**config.mk**
```make
export PLATFORM = sky130hd
export DESIGN_NAME = alu_result_tracer
export DESIGN_NICKNAME = d
export VERILOG_FILES = /design/src/rtl/alu_result_tracer.sv
export SDC_FILE = /design/constraint.sdc
export NUM_CORES = 1
export LEC_CHECK = 0
export CELL_PAD_IN_SITES_DETAIL_PLACEMENT = 2
export CELL_PAD_IN_SITES_GLOBAL_PLACEMENT = 2
export CORE_MARGIN = 4
export CORE_UTILIZATION = 40
export DETAILED_ROUTE_END_ITERATION = 6
export GPL_TIMING_DRIVEN = 1
export PLACE_DENSITY_LB_ADDON = 0.25
export SLEW_MARGIN = 30
export SYNTH_ARGS = -nofsm -noshare
export SYNTH_HDL_FRONTEND = slang
export SYNTH_SLANG_ARGS = --single-unit
```
**constraint.sdc**
```tcl
create_clock -name clk -period 11.1 [get_ports clk]
set_input_delay 2.22 -clock clk [delete_from_list [all_inputs] [get_ports clk]]
set_output_delay 2.22 -clock clk [all_outputs]
set_load 0.05 [all_outputs]
```
**src/rtl/alu_result_tracer.sv**
```systemverilog
// alu_result_tracer: debug capture stage behind the single-cycle MIPS top level.
// Each enabled cycle the ALU result is stamped with a free-running cycle count
// and pushed into a show-ahead FIFO that drains over a valid/ready handshake.
// When the FIFO is full, samples are dropped rather than stalling the processor.
// A sticky flag and a saturating counter record the drops.
//
// Optional feature, macro TRACE_DEDUP_EN: when defined, a sample is pushed only
// if it differs from the last accepted value. The first enabled cycle after
// reset, and the first after CaptureEnable rises, always push.
module alu_result_tracer #(
    parameter int DEPTH       = 16,
    parameter int STAMP_WIDTH = 16
) (
    input  logic                     clk,
    input  logic                     reset,
    input  logic                     CaptureEnable,
    input  logic [31:0]              ALUResult,
    output logic [31:0]              TraceData,
    output logic [STAMP_WIDTH-1:0]   TraceStamp,
    output logic                     TraceValid,
    input  logic                     TraceReady,
    output logic [$clog2(DEPTH):0]   Level,
    output logic                     Overflow,
    output logic [7:0]               DropCount,
    input  logic                     ClearOverflow
);

    localparam int PW = $clog2(DEPTH);
    localparam int LW = PW + 1;

    localparam logic [PW-1:0]          PTR_ONE   = PW'(1);
    localparam logic [LW-1:0]          LVL_ONE   = LW'(1);
    localparam logic [LW-1:0]          LVL_FULL  = LW'(DEPTH);
    localparam logic [STAMP_WIDTH-1:0] STAMP_ONE = STAMP_WIDTH'(1);

    typedef struct packed {
        logic [STAMP_WIDTH-1:0] stamp;
        logic [31:0]            data;
    } entry_t;

    entry_t                 mem_q [DEPTH];

    logic [PW-1:0]          wr_ptr_q, wr_ptr_d;
    logic [PW-1:0]          rd_ptr_q, rd_ptr_d;
    logic [LW-1:0]          count_q,  count_d;
    logic [STAMP_WIDTH-1:0] cycle_q,  cycle_d;
    logic                   ovf_q,    ovf_d;
    logic [7:0]             drops_q,  drops_d;

    logic                   valid;
    logic                   full;
    logic                   pop;
    logic                   push_cand;
    logic                   do_push;
    logic                   drop;
    entry_t                 head;

`ifdef TRACE_DEDUP_EN
    logic [31:0]            last_q,      last_d;
    logic                   have_last_q, have_last_d;
    logic                   en_prev_q;
`endif

    // Push/pop decisions and next-state for pointers, level, counter and drop tracking
    always_comb begin
        // NOTE: every output of this block gets a default first, so no path leaves a latch.
        wr_ptr_d = wr_ptr_q;
        rd_ptr_d = rd_ptr_q;
        count_d  = count_q;
        ovf_d    = ovf_q;
        drops_d  = drops_q;
        cycle_d  = cycle_q + STAMP_ONE;

        valid = (count_q != '0);
        full  = (count_q == LVL_FULL);
        pop   = valid & TraceReady;

`ifdef TRACE_DEDUP_EN
        last_d      = last_q;
        have_last_d = have_last_q;
        push_cand   = CaptureEnable &
                      (~have_last_q | ~en_prev_q | (ALUResult != last_q));
`else
        push_cand   = CaptureEnable;
`endif

        do_push = push_cand & (~full | pop);
        drop    = push_cand & full & ~pop;

        if (do_push) wr_ptr_d = wr_ptr_q + PTR_ONE;
        if (pop)     rd_ptr_d = rd_ptr_q + PTR_ONE;

        case ({do_push, pop})
            2'b10:   count_d = count_q + LVL_ONE;
            2'b01:   count_d = count_q - LVL_ONE;
            default: count_d = count_q;
        endcase

        // A drop in the same cycle as a clear wins over the clear.
        if (ClearOverflow) begin
            ovf_d   = drop;
            drops_d = drop ? 8'd1 : 8'd0;
        end else if (drop) begin
            ovf_d = 1'b1;
            if (drops_q != 8'hFF) drops_d = drops_q + 8'd1;
        end

`ifdef TRACE_DEDUP_EN
        if (do_push) begin
            last_d      = ALUResult;
            have_last_d = 1'b1;
        end
`endif
    end

    // Control state: pointers, level, cycle counter and overflow tracking
    always_ff @(posedge clk or negedge reset) begin
        if (!reset) begin
            wr_ptr_q <= '0;
            rd_ptr_q <= '0;
            count_q  <= '0;
            cycle_q  <= '0;
            ovf_q    <= 1'b0;
            drops_q  <= '0;
        end else begin
            // NOTE: non-blocking assignments so every register samples pre-edge values.
            wr_ptr_q <= wr_ptr_d;
            rd_ptr_q <= rd_ptr_d;
            count_q  <= count_d;
            cycle_q  <= cycle_d;
            ovf_q    <= ovf_d;
            drops_q  <= drops_d;
        end
    end

`ifdef TRACE_DEDUP_EN
    // Last accepted value and CaptureEnable history for duplicate suppression
    always_ff @(posedge clk or negedge reset) begin
        if (!reset) begin
            last_q      <= '0;
            have_last_q <= 1'b0;
            en_prev_q   <= 1'b0;
        end else begin
            last_q      <= last_d;
            have_last_q <= have_last_d;
            en_prev_q   <= CaptureEnable;
        end
    end
`endif

    // Sample storage write port
    always_ff @(posedge clk) begin
        // NOTE: storage is not reset; the empty level masks stale entries, which keeps it RAM-mappable.
        if (do_push) mem_q[wr_ptr_q] <= '{stamp: cycle_q, data: ALUResult};
    end

    // Show-ahead head presentation; zeroed while empty so the reset view is clean
    always_comb begin
        head       = mem_q[rd_ptr_q];
        TraceValid = valid;
        TraceData  = valid ? head.data  : '0;
        TraceStamp = valid ? head.stamp : '0;
        Level      = count_q;
        Overflow   = ovf_q;
        DropCount  = drops_q;
    end

endmodule

```
==> flow_summary.ini <==
[synthesis]
synth-main-ff-cell = edfxtp_1
yosysWarnings = 0
synth_area_mm2 = 0.03117
netlist_instances = 1384
synth.avg_cell_area_um2 = 22.52
synth_edf_count = 768
ys_seq_elements = 806
synth-seq-area-share_pct = 77.04
async_flop_share_pct = 4.715
synth.distinct_cells = 51
syn_nets = 1430

[sta]
rsz0062_at_grt = no
fmax_mhz = 147.7
tns_ns = 0
layout_min_cycle_time_ns = 6.772
finalMaxSlewViolations = 0
fin_skew_ns = 0.02095
worstMarginPinSlew_ns = 1.018
hold_viol_final = 0
fin_crit_sh_pct = 61.01
hold_ws_ns = 0.4868
finalSetupViolations = 0
setup_slack_ns = 4.328
relSlewSlack_pct = 32.15

[grt]
grt_usage_pct = 20.26
grt_max_degree = 111
grt_overflow = 0
antenna_found_initial = 2
grt_pass1_wl_um = 121500
first_global_vias = 16610

[routing]
route.detailed.drc = 0
drt_pre_antenna_iters = 7
drtAntennaViolNets = 0
drt-initial-drc-count = 1309
vias = 14870
wl_um = 82500
viasPerCell = 5.629
wl_per_cell_um = 31.23

[clock_network]
htreeDepth = 3
cts_setup_buffers = 0
ctsHoldBuffers = 0
cts_num_sinks = 806
clk_latency_ns = 0.63
cts_resized = 0
cts_tree = done
cts_buffers = 85
path_clk_slew_ns = 0.06
clockRootBuffer = clkbuf_16
clockBufferDepth = 3

[die]
rows = 102
die_x_um = 287.2
die-area_mm2 = 0.08246
initial_core_util_pct = 40.30
ios = 100
coreArea_mm2 = 0.07734
fp.dieH_um = 287.2

[min_path]
hold_path_class = flop to flop

[worst_setup_path]
crit_path_end_kind = output port
cp.arrival_ns = 4.55
setup.worst_path.start_class = flop
required_ns = 8.88
cp_max_fo = 51
crit_type = flop to output port

[pwr]
power_frac_seq_pct = 38.7
netSwitchingFraction_pct = 34.01
p_total_mw = 10.04
peakVddDrop_v = 0.0001581
intPower_mw = 6.625
p_comb_share_pct = 33.3
power.density_mw_per_mm2 = 276.0
leakage_nw = 11.36
p_clk_share_pct = 28.0
p_switching_mw = 3.414

[placement]
place.gp.congestion = 0.6828
placed_area_mm2 = 0.03356
dp_hpwl_um = 41790
post-place-cells = 2482
io_buffer_count = 99
pre_cts_slack_ns = 4.878

[final_layout]
area_delta_synth_final_pct = 16.66
instances_no_fill = 2642
n_antenna_cell = 0
fin_nets = 1578
stdcell_area_mm2 = 0.03636
final_util_pct = 47.02
drive_gt1_share_pct = 26.65

[flow_run]
maxCapViolCount = 0

[run_status]
outcome = finished clean
==> cells by family after synthesis <==
kind of cell | after synthesis | share of synthesized area (%)
compound gates | 81 | 2.332
flops | 806 | 77.04
xor+xnor | 22 | 0.6181
buf+inv | 80 | 1.268
mux | 244 | 15.75
simple gates | 142 | 2.637
fa+ha+maj | 9 | 0.3613
==> flip-flops by register name, indices dropped and copies added (netlist names) <==
name	cells
DropCount	8
Level	5
Overflow	1
cycle_q	16
mem_q	768
rd_ptr_q	4
wr_ptr_q	4
==> path summary, 6_finish.rpt <==
path,cells past startpoint,slack (ns),startpoint,endpoint
max reg2reg,5,7.70,Level[4],mem_q[8][22]
min in group asynchronous,1,1.62,reset,cycle_q[2]
max,5,4.33,rd_ptr_q[1],TraceStamp[5]
max in group asynchronous,1,8.98,reset,rd_ptr_q[3]
min,1,0.49,Overflow,Overflow
min reg2reg,1,0.49,Overflow,Overflow
==> final cells by class <==
type,instances,area [µm²]
multi-input cells,498,6892
clock buffers,102,2255
inverters,8,30.03
clock inverters,55,460.4
fillers,6879,40970
well taps,1040,1301
repair buffers,133,1403
flip-flops and latches,806,24020
==> critical path, cell delays in order (launching register included) <==
cell and delay [ns]:
dfrtp_4 1.00, buf_4 0.80, mux4_2 0.61, mux2_2 0.27, a221o_1 0.38, clkdlybuf4s50_1 0.74
==> layer usage <==
layer / GRT usage, % / vias up / part of all wire (%)
li1: - / 6165 / -
met1: 27.75 / 8295 / 43
met2: 34.85 / 308 / 51
met3: 2.815 / 101 / 3.4
met4: 4.383 / 2 / 1.8
met5: 0 / - / 0.015
==> layout by cell type, fill, tap and decap left out, types with 7 or more instances in the layout <==
master             n
edfxtp_1         768
mux4_2           192
clkdlybuf4s50_1   98
clkbuf_16         88
mux2_2            51
nor2b_1           51
a221o_1           48
dfrtp_1           35
clkinv_1          24
buf_4             21
nand2_1           18
xnor2_1           16
nand3_1           15
clkinv_2          14
clkbuf_1          14
nor2_4            13
ha_1               9
inv_1              8
nor2_1             7
bufinv_16          7
buf_6              7
==> cells in the mapped netlist (2+ instances only) <==
library cell	count	area [µm²]
o31ai_1	2	15.01
a21oi_1	6	30.03
buf_2	22	110.1
a31oi_1	2	12.51
mux4_2	192	4324
inv_1	8	30.03
nand2b_1	4	25.02
mux2_2	51	574.3
dfrtp_1	38	950.9
o221ai_1	2	17.52
and3_1	6	37.54
a221o_1	48	480.5
nor2_1	19	71.32
a21o_1	4	30.03
buf_6	9	101.4
and4_1	3	26.28
nand2_1	18	67.56
nand4_1	5	31.28
or4_1	2	15.01
nor3_1	6	30.03
edfxtp_1	768	23060
buf_1	8	30.03
nor4_2	2	25.02
a311oi_1	4	35.03
ha_1	9	112.6
xor2_1	6	52.55
a21boi_0	2	15.01
nor2b_1	51	319.1
nand3_1	15	75.07
xnor2_1	16	140.1
clkbuf_1	33	123.9
o31a_1	2	17.52
nor4_1	3	18.77
==> power groups by stage <==
stage	combinational, mW	clock, mW	sequential (mW)
floorplan	2.40	0	3.80
global placement	3.33	0	3.93
detailed placement	3.39	0	3.96
CTS	3.41	2.88	3.90
global route	3.52	3.01	3.93
finish	3.34	2.81	3.89
No activity file was read; power rests on OpenSTA's default activity.
==> variant 1, RTL diff (same settings) <==
Change the parameter `STAMP_WIDTH` from 16 to 32.
--- a/src/rtl/alu_result_tracer.sv
+++ b/src/rtl/alu_result_tracer.sv
@@ -11,3 +11,3 @@
     parameter int DEPTH       = 16,
-    parameter int STAMP_WIDTH = 16
+    parameter int STAMP_WIDTH = 32
 ) (
Ports: changed (resized TraceStamp); port bits go from 100 to 116. The function was not compared with the original's and may differ.
==> variant 1 against the original RTL <==
Global-route usage decreased by 0.076 points. Power increased by 29%. Synthesized area increased by 33%. Largest power group unchanged. Sequential cell count increased by 272. Count of clock-buffer cells in the layout increased by 60. Synthesized cell count increased by 33%. Combinational power increased by 28%. Setup slack got worse by 0.077 ns. Wire length increased by 31%. Final area increased by 32%.
==> variant 1: results (changes against the original RTL) <==
\begin{tabular}{lr}
\hline
Metric & Value \\
\hline
\multicolumn{2}{l}{\textbf{Run status}} \\
\quad Run status & finished, final reports clean (unchanged) \\
\multicolumn{2}{l}{\textbf{Cells and area}} \\
\quad Number of nets at the end of the flow & 2070 (was 1578) \\
\quad Area growth from synthesis to layout & 16.2\% (was 16.7\%) \\
\multicolumn{2}{l}{\textbf{Placement}} \\
\quad Post-Place Worst Slack & 4.87 ns (was 4.88 ns) \\
\quad Buffers added on ports & 115 (was 99) \\
\quad Total half-perimeter wirelength after legalization and detailed placement & 57000 um (was 41800 um) \\
\quad Placed Cells incl. Taps & 3274 (was 2482) \\
\quad Weighted congestion reported at the end of routability-driven placement & 0.696 (was 0.683) \\
\multicolumn{2}{l}{\textbf{Yosys}} \\
\quad Complex-gate fraction of the synthesized area & 1.60\% (was 2.33\%) \\
\quad Largest cells by area after synthesis & sky130\_fd\_sc\_hd\_\_edfxtp\_1 74\%, sky130\_fd\_sc\_hd\_\_mux4\_2 14\%, sky130\_fd\_sc\_hd\_\_dfrtp\_1 3.3\%, sky130\_fd\_sc\_hd\_\_mux2i\_1 3.1\%, sky130\_fd\_sc\_hd\_\_o22ai\_1 0.97\% (was sky130\_fd\_sc\_hd\_\_edfxtp\_1 74\%, sky130\_fd\_sc\_hd\_\_mux4\_2 14\%, sky130\_fd\_sc\_hd\_\_dfrtp\_1 3.1\%, sky130\_fd\_sc\_hd\_\_mux2\_2 1.8\%, sky130\_fd\_sc\_hd\_\_a221o\_1 1.5\%) \\
\quad EDFF count, synth & 1024 (was 768) \\
\quad Synthesized area per cell & 22.5 um\^{}2 (about the same) \\
\multicolumn{2}{l}{\textbf{Pwr}} \\
\quad Total leakage power & 16.0 nW (was 11.4 nW) \\
\quad Power attributed to sequential cells & 5.00 mW (was 3.89 mW) \\
\quad Share of total power in combinational logic & 32.9\% (was 33.3\%) \\
\multicolumn{2}{l}{\textbf{Timing}} \\
\quad Worst clock skew & 0.0232 ns (was 0.0209 ns) \\
\multicolumn{2}{l}{\textbf{Clocking}} \\
\quad Clock latency at the later pin of the worst-skew pair & 0.70 ns (was 0.63 ns) \\
\quad Inserted Clock Buffers & 114 (was 85) \\
\multicolumn{2}{l}{\textbf{Global route}} \\
\quad GR Layer Usage met3 & 3.23\% (was 2.82\%) \\
\quad Met1 layer usage reported by global route & 27.7\% (was 27.8\%) \\
\quad Maximum number of pins on one net before global-route repair & 87 (was 111) \\
\quad Number of global-route vias before repair & 22163 (was 16605) \\
\multicolumn{2}{l}{\textbf{Detailed routing}} \\
\quad Vias post-DR & 19716 (was 14871) \\
\quad Per-cell routed wire length & 31.1 um (was 31.2 um) \\
\multicolumn{2}{l}{\textbf{Worst setup path}} \\
\quad R2R cell count & 6 (was 5) \\
\quad Slowest-stage cell, CP & sky130\_fd\_sc\_hd\_\_clkdlybuf4s50\_1 (was sky130\_fd\_sc\_hd\_\_dfrtp\_4) \\
\quad CP max stage delay & 0.90 ns (was 1.00 ns) \\
\multicolumn{2}{l}{\textbf{Min path}} \\
\quad Hold path cells & 2 (was 1) \\
\hline
\end{tabular}
-- variant 1: changes by cell type after synthesis, moves of 8 or more --
cell,unedited run,this run
sky130_fd_sc_hd__dfrtp_1,38,54
sky130_fd_sc_hd__o22ai_1,1,64
sky130_fd_sc_hd__edfxtp_1,768,1024
sky130_fd_sc_hd__mux2i_1,1,129
sky130_fd_sc_hd__a221o_1,48,0
sky130_fd_sc_hd__xnor2_1,16,30
sky130_fd_sc_hd__o21ai_0,1,9
sky130_fd_sc_hd__mux2_2,51,1
sky130_fd_sc_hd__nand4_1,5,21
sky130_fd_sc_hd__mux4_2,192,256
sky130_fd_sc_hd__buf_2,22,30
sky130_fd_sc_hd__nor2b_1,51,2
sky130_fd_sc_hd__clkbuf_1,33,47
-- variant 1: final cells by class --
class / instances / share of cell area [%]
clock inverter: 43 / 0.853
clock buffer: 162 / 6.68
inverter: 13 / 0.101
multi-input combinational: 654 / 18.7
sequential: 1078 / 66.7
timing repair buffer: 163 / 3.42
tap: 1368 / 3.56
antenna: 1 / 0.00520
-- variant 1: worst register-to-register path, delay by kind of cell, from the launching register on --
family	cells	cell delay, ns
flip-flops	1	0.47
AO/OA/AOI/OAI	1	0.65
AND/OR/NAND/NOR	3	1.31
buffers and inverters	2	1.09
-- variant 1: layer usage --
| layer | wire length, um | vias to the layer above |
|---|---|---|
| met5 | 13 | - |
| met3 | 4080 | 146 |
| met1 | 47000 | 10993 |
| met4 | 2290 | 2 |
| met2 | 55000 | 411 |
| li1 | - | 8164 |
-- variant 1: worst paths after layout --
kind	endpoint	slack [ns]
max reg2reg	mem_q[9][26]	7.18
max in group asynchronous	rd_ptr_q[0]	8.74
min	Overflow	0.53
min in group asynchronous	DropCount[7]	1.71
min reg2reg	Overflow	0.53
max	TraceData[4]	4.25
==> variant 2, RTL diff (same flow settings) <==
Made on the original files. Compare `count_q` against `LVL_FULL` with >= in place of ==.
--- a/src/rtl/alu_result_tracer.sv
+++ b/src/rtl/alu_result_tracer.sv
@@ -74,3 +74,3 @@
         valid = (count_q != '0);
-        full  = (count_q == LVL_FULL);
+        full  = (count_q >= LVL_FULL);
         pop   = valid & TraceReady;
Function: same outputs for any inputs over 4 cycles, from zero or initial values and one cycle with reset low; that may be too few to reach the edited logic, so the function may still have changed.
==> variant 2 against the original RTL <==
Power is 1.9% lower. Final area is 0.25% lower. Clock power hardly changed. Setup slack better by 0.16 ns. Via count is 0.67% higher. Sequential power is 2% lower. Maximum frequency is 2.3% higher. Sequential cell count stayed put. Synthesized area is 0.51% lower. Clock skew is 0.011 ns higher. Largest cell class unchanged. Count of clock-buffer cells in the layout is 7 higher. Sequential share of layout area is 0.17 points higher. Wire length is 2.3% higher. Synthesized cell count is 1.1% lower.
==> variant 2: results (changes against the original RTL) <==
\begin{tabular}{lr}
\hline
Metric & Value \\
\hline
\multicolumn{2}{l}{\textbf{Yosys}} \\
\quad Number of unique standard cell types used by synthesis & 46 (was 51) \\
\quad Sequential cell area fraction in the yosys report & 77.4\% (was 77.0\%) \\
\quad Synthesized Nets & 1416 (was 1430) \\
\multicolumn{2}{l}{\textbf{Pwr}} \\
\quad Combinational power & 3.23 mW (was 3.34 mW) \\
\quad Fraction of power consumed by the clock network & 28.5\% (was 28.0\%) \\
\quad Total leakage power & 11.8 nW (was 11.4 nW) \\
\multicolumn{2}{l}{\textbf{Placement}} \\
\quad Weighted congestion reported at the end of routability-driven placement & 0.693 (was 0.683) \\
\quad Cell area after placement & 0.0335 mm\^{}2 (was 0.0336 mm\^{}2) \\
\quad Total half-perimeter wirelength after legalization and detailed placement & 44500 um (was 41800 um) \\
\multicolumn{2}{l}{\textbf{Cells and area}} \\
\quad Logic inverters & 11 (was 8) \\
\quad Number of inserted diodes & 1 (was 0) \\
\quad Count of clock-net buffers in the final layout & 109 (was 102) \\
\quad Non-clock buffer share of cell area & 3.90\% (was 3.86\%) \\
\quad Share of the final layout cell area in sequential cells & 66.2\% (was 66.1\%) \\
\quad Multi-input gate area & 0.00676 mm\^{}2 (was 0.00689 mm\^{}2) \\
\quad Share of cells above drive strength 1 & 26.7\% (about the same) \\
\quad Fraction of area in clock buffers and inverters & 7.55\% (was 7.47\%) \\
\quad Number of fillers in the final layout & 6776 (was 6879) \\
\quad Number of nets at the end of the flow & 1571 (was 1578) \\
\quad Multi-Input Combinational & 481 (was 498) \\
\multicolumn{2}{l}{\textbf{Global route}} \\
\quad Number of global-route vias before repair & 16810 (was 16605) \\
\quad Global-route wire length before repair & 122000 um (was 121000 um) \\
\quad Antenna violations before repair & 1 (was 2) \\
\quad Total routing usage reported by global routing & 20.6\% (was 20.3\%) \\
\quad Maximum number of pins on one net before global-route repair & 97 (was 111) \\
\multicolumn{2}{l}{\textbf{Clocking}} \\
\quad Clock latency at the later pin of the worst-skew pair & 0.66 ns (was 0.63 ns) \\
\multicolumn{2}{l}{\textbf{Run status}} \\
\quad Run status & finished, final reports clean (unchanged) \\
\multicolumn{2}{l}{\textbf{Worst setup path}} \\
\quad Arrival time of the worst setup path & 4.40 ns (was 4.55 ns) \\
\quad R2R Setup Slk & 7.93 ns (was 7.70 ns) \\
\quad Critical path origin & rd\_ptr\_q[1] (unchanged) \\
\quad End of the worst register-to-register path & mem\_q[15][39] (was mem\_q[8][22]) \\
\multicolumn{2}{l}{\textbf{Detailed routing}} \\
\quad Via-per-instance ratio & 5.70 (was 5.63) \\
\quad Number of DRC markers after the initial detailed-route iteration & 1395 (was 1309) \\
\multicolumn{2}{l}{\textbf{Timing}} \\
\quad Final setup slack of the worst path & 4.48 ns (was 4.33 ns) \\
\quad Worst-margin pin slew & 0.991 ns (was 1.02 ns) \\
\quad Worst clock skew & 0.0316 ns (was 0.0209 ns) \\
\hline
\end{tabular}
variant 2: through the flow:
step	hold WS (ns)	std cells	power, mW
floorplan	0.564	1369	6.02
global placement	0.464	2459	7.04
detailed placement	0.481	2463	7.15
CTS	0.504	2622	9.98
global route	0.531	2624	10.2
finish	0.496	2625	9.84
variant 2: routing by layer:
metal,vias to the layer above,global-route usage [%],wire [um]
met4,0,4.87,1820
li1,6071,-,-
met2,454,35.6,43700
met3,119,3.42,4050
met1,8326,27.6,34900
met5,-,0,0
variant 2: kinds of logic (layout without fill, tap and decap cells):
logic type | after synthesis | after routing | synth area share (%)
XOR/XNOR | 30 | 30 | 0.847
adder cells (fa/ha/maj) | 10 | 10 | 0.403
other | 0 | 1 | 0
multiplexers | 243 | 243 | 15.8
flip-flops | 806 | 806 | 77.4
buffers and inverters | 82 | 307 | 1.19
AO/OA/AOI/OAI | 74 | 74 | 2.10
AND/OR/NAND/NOR | 124 | 124 | 2.23
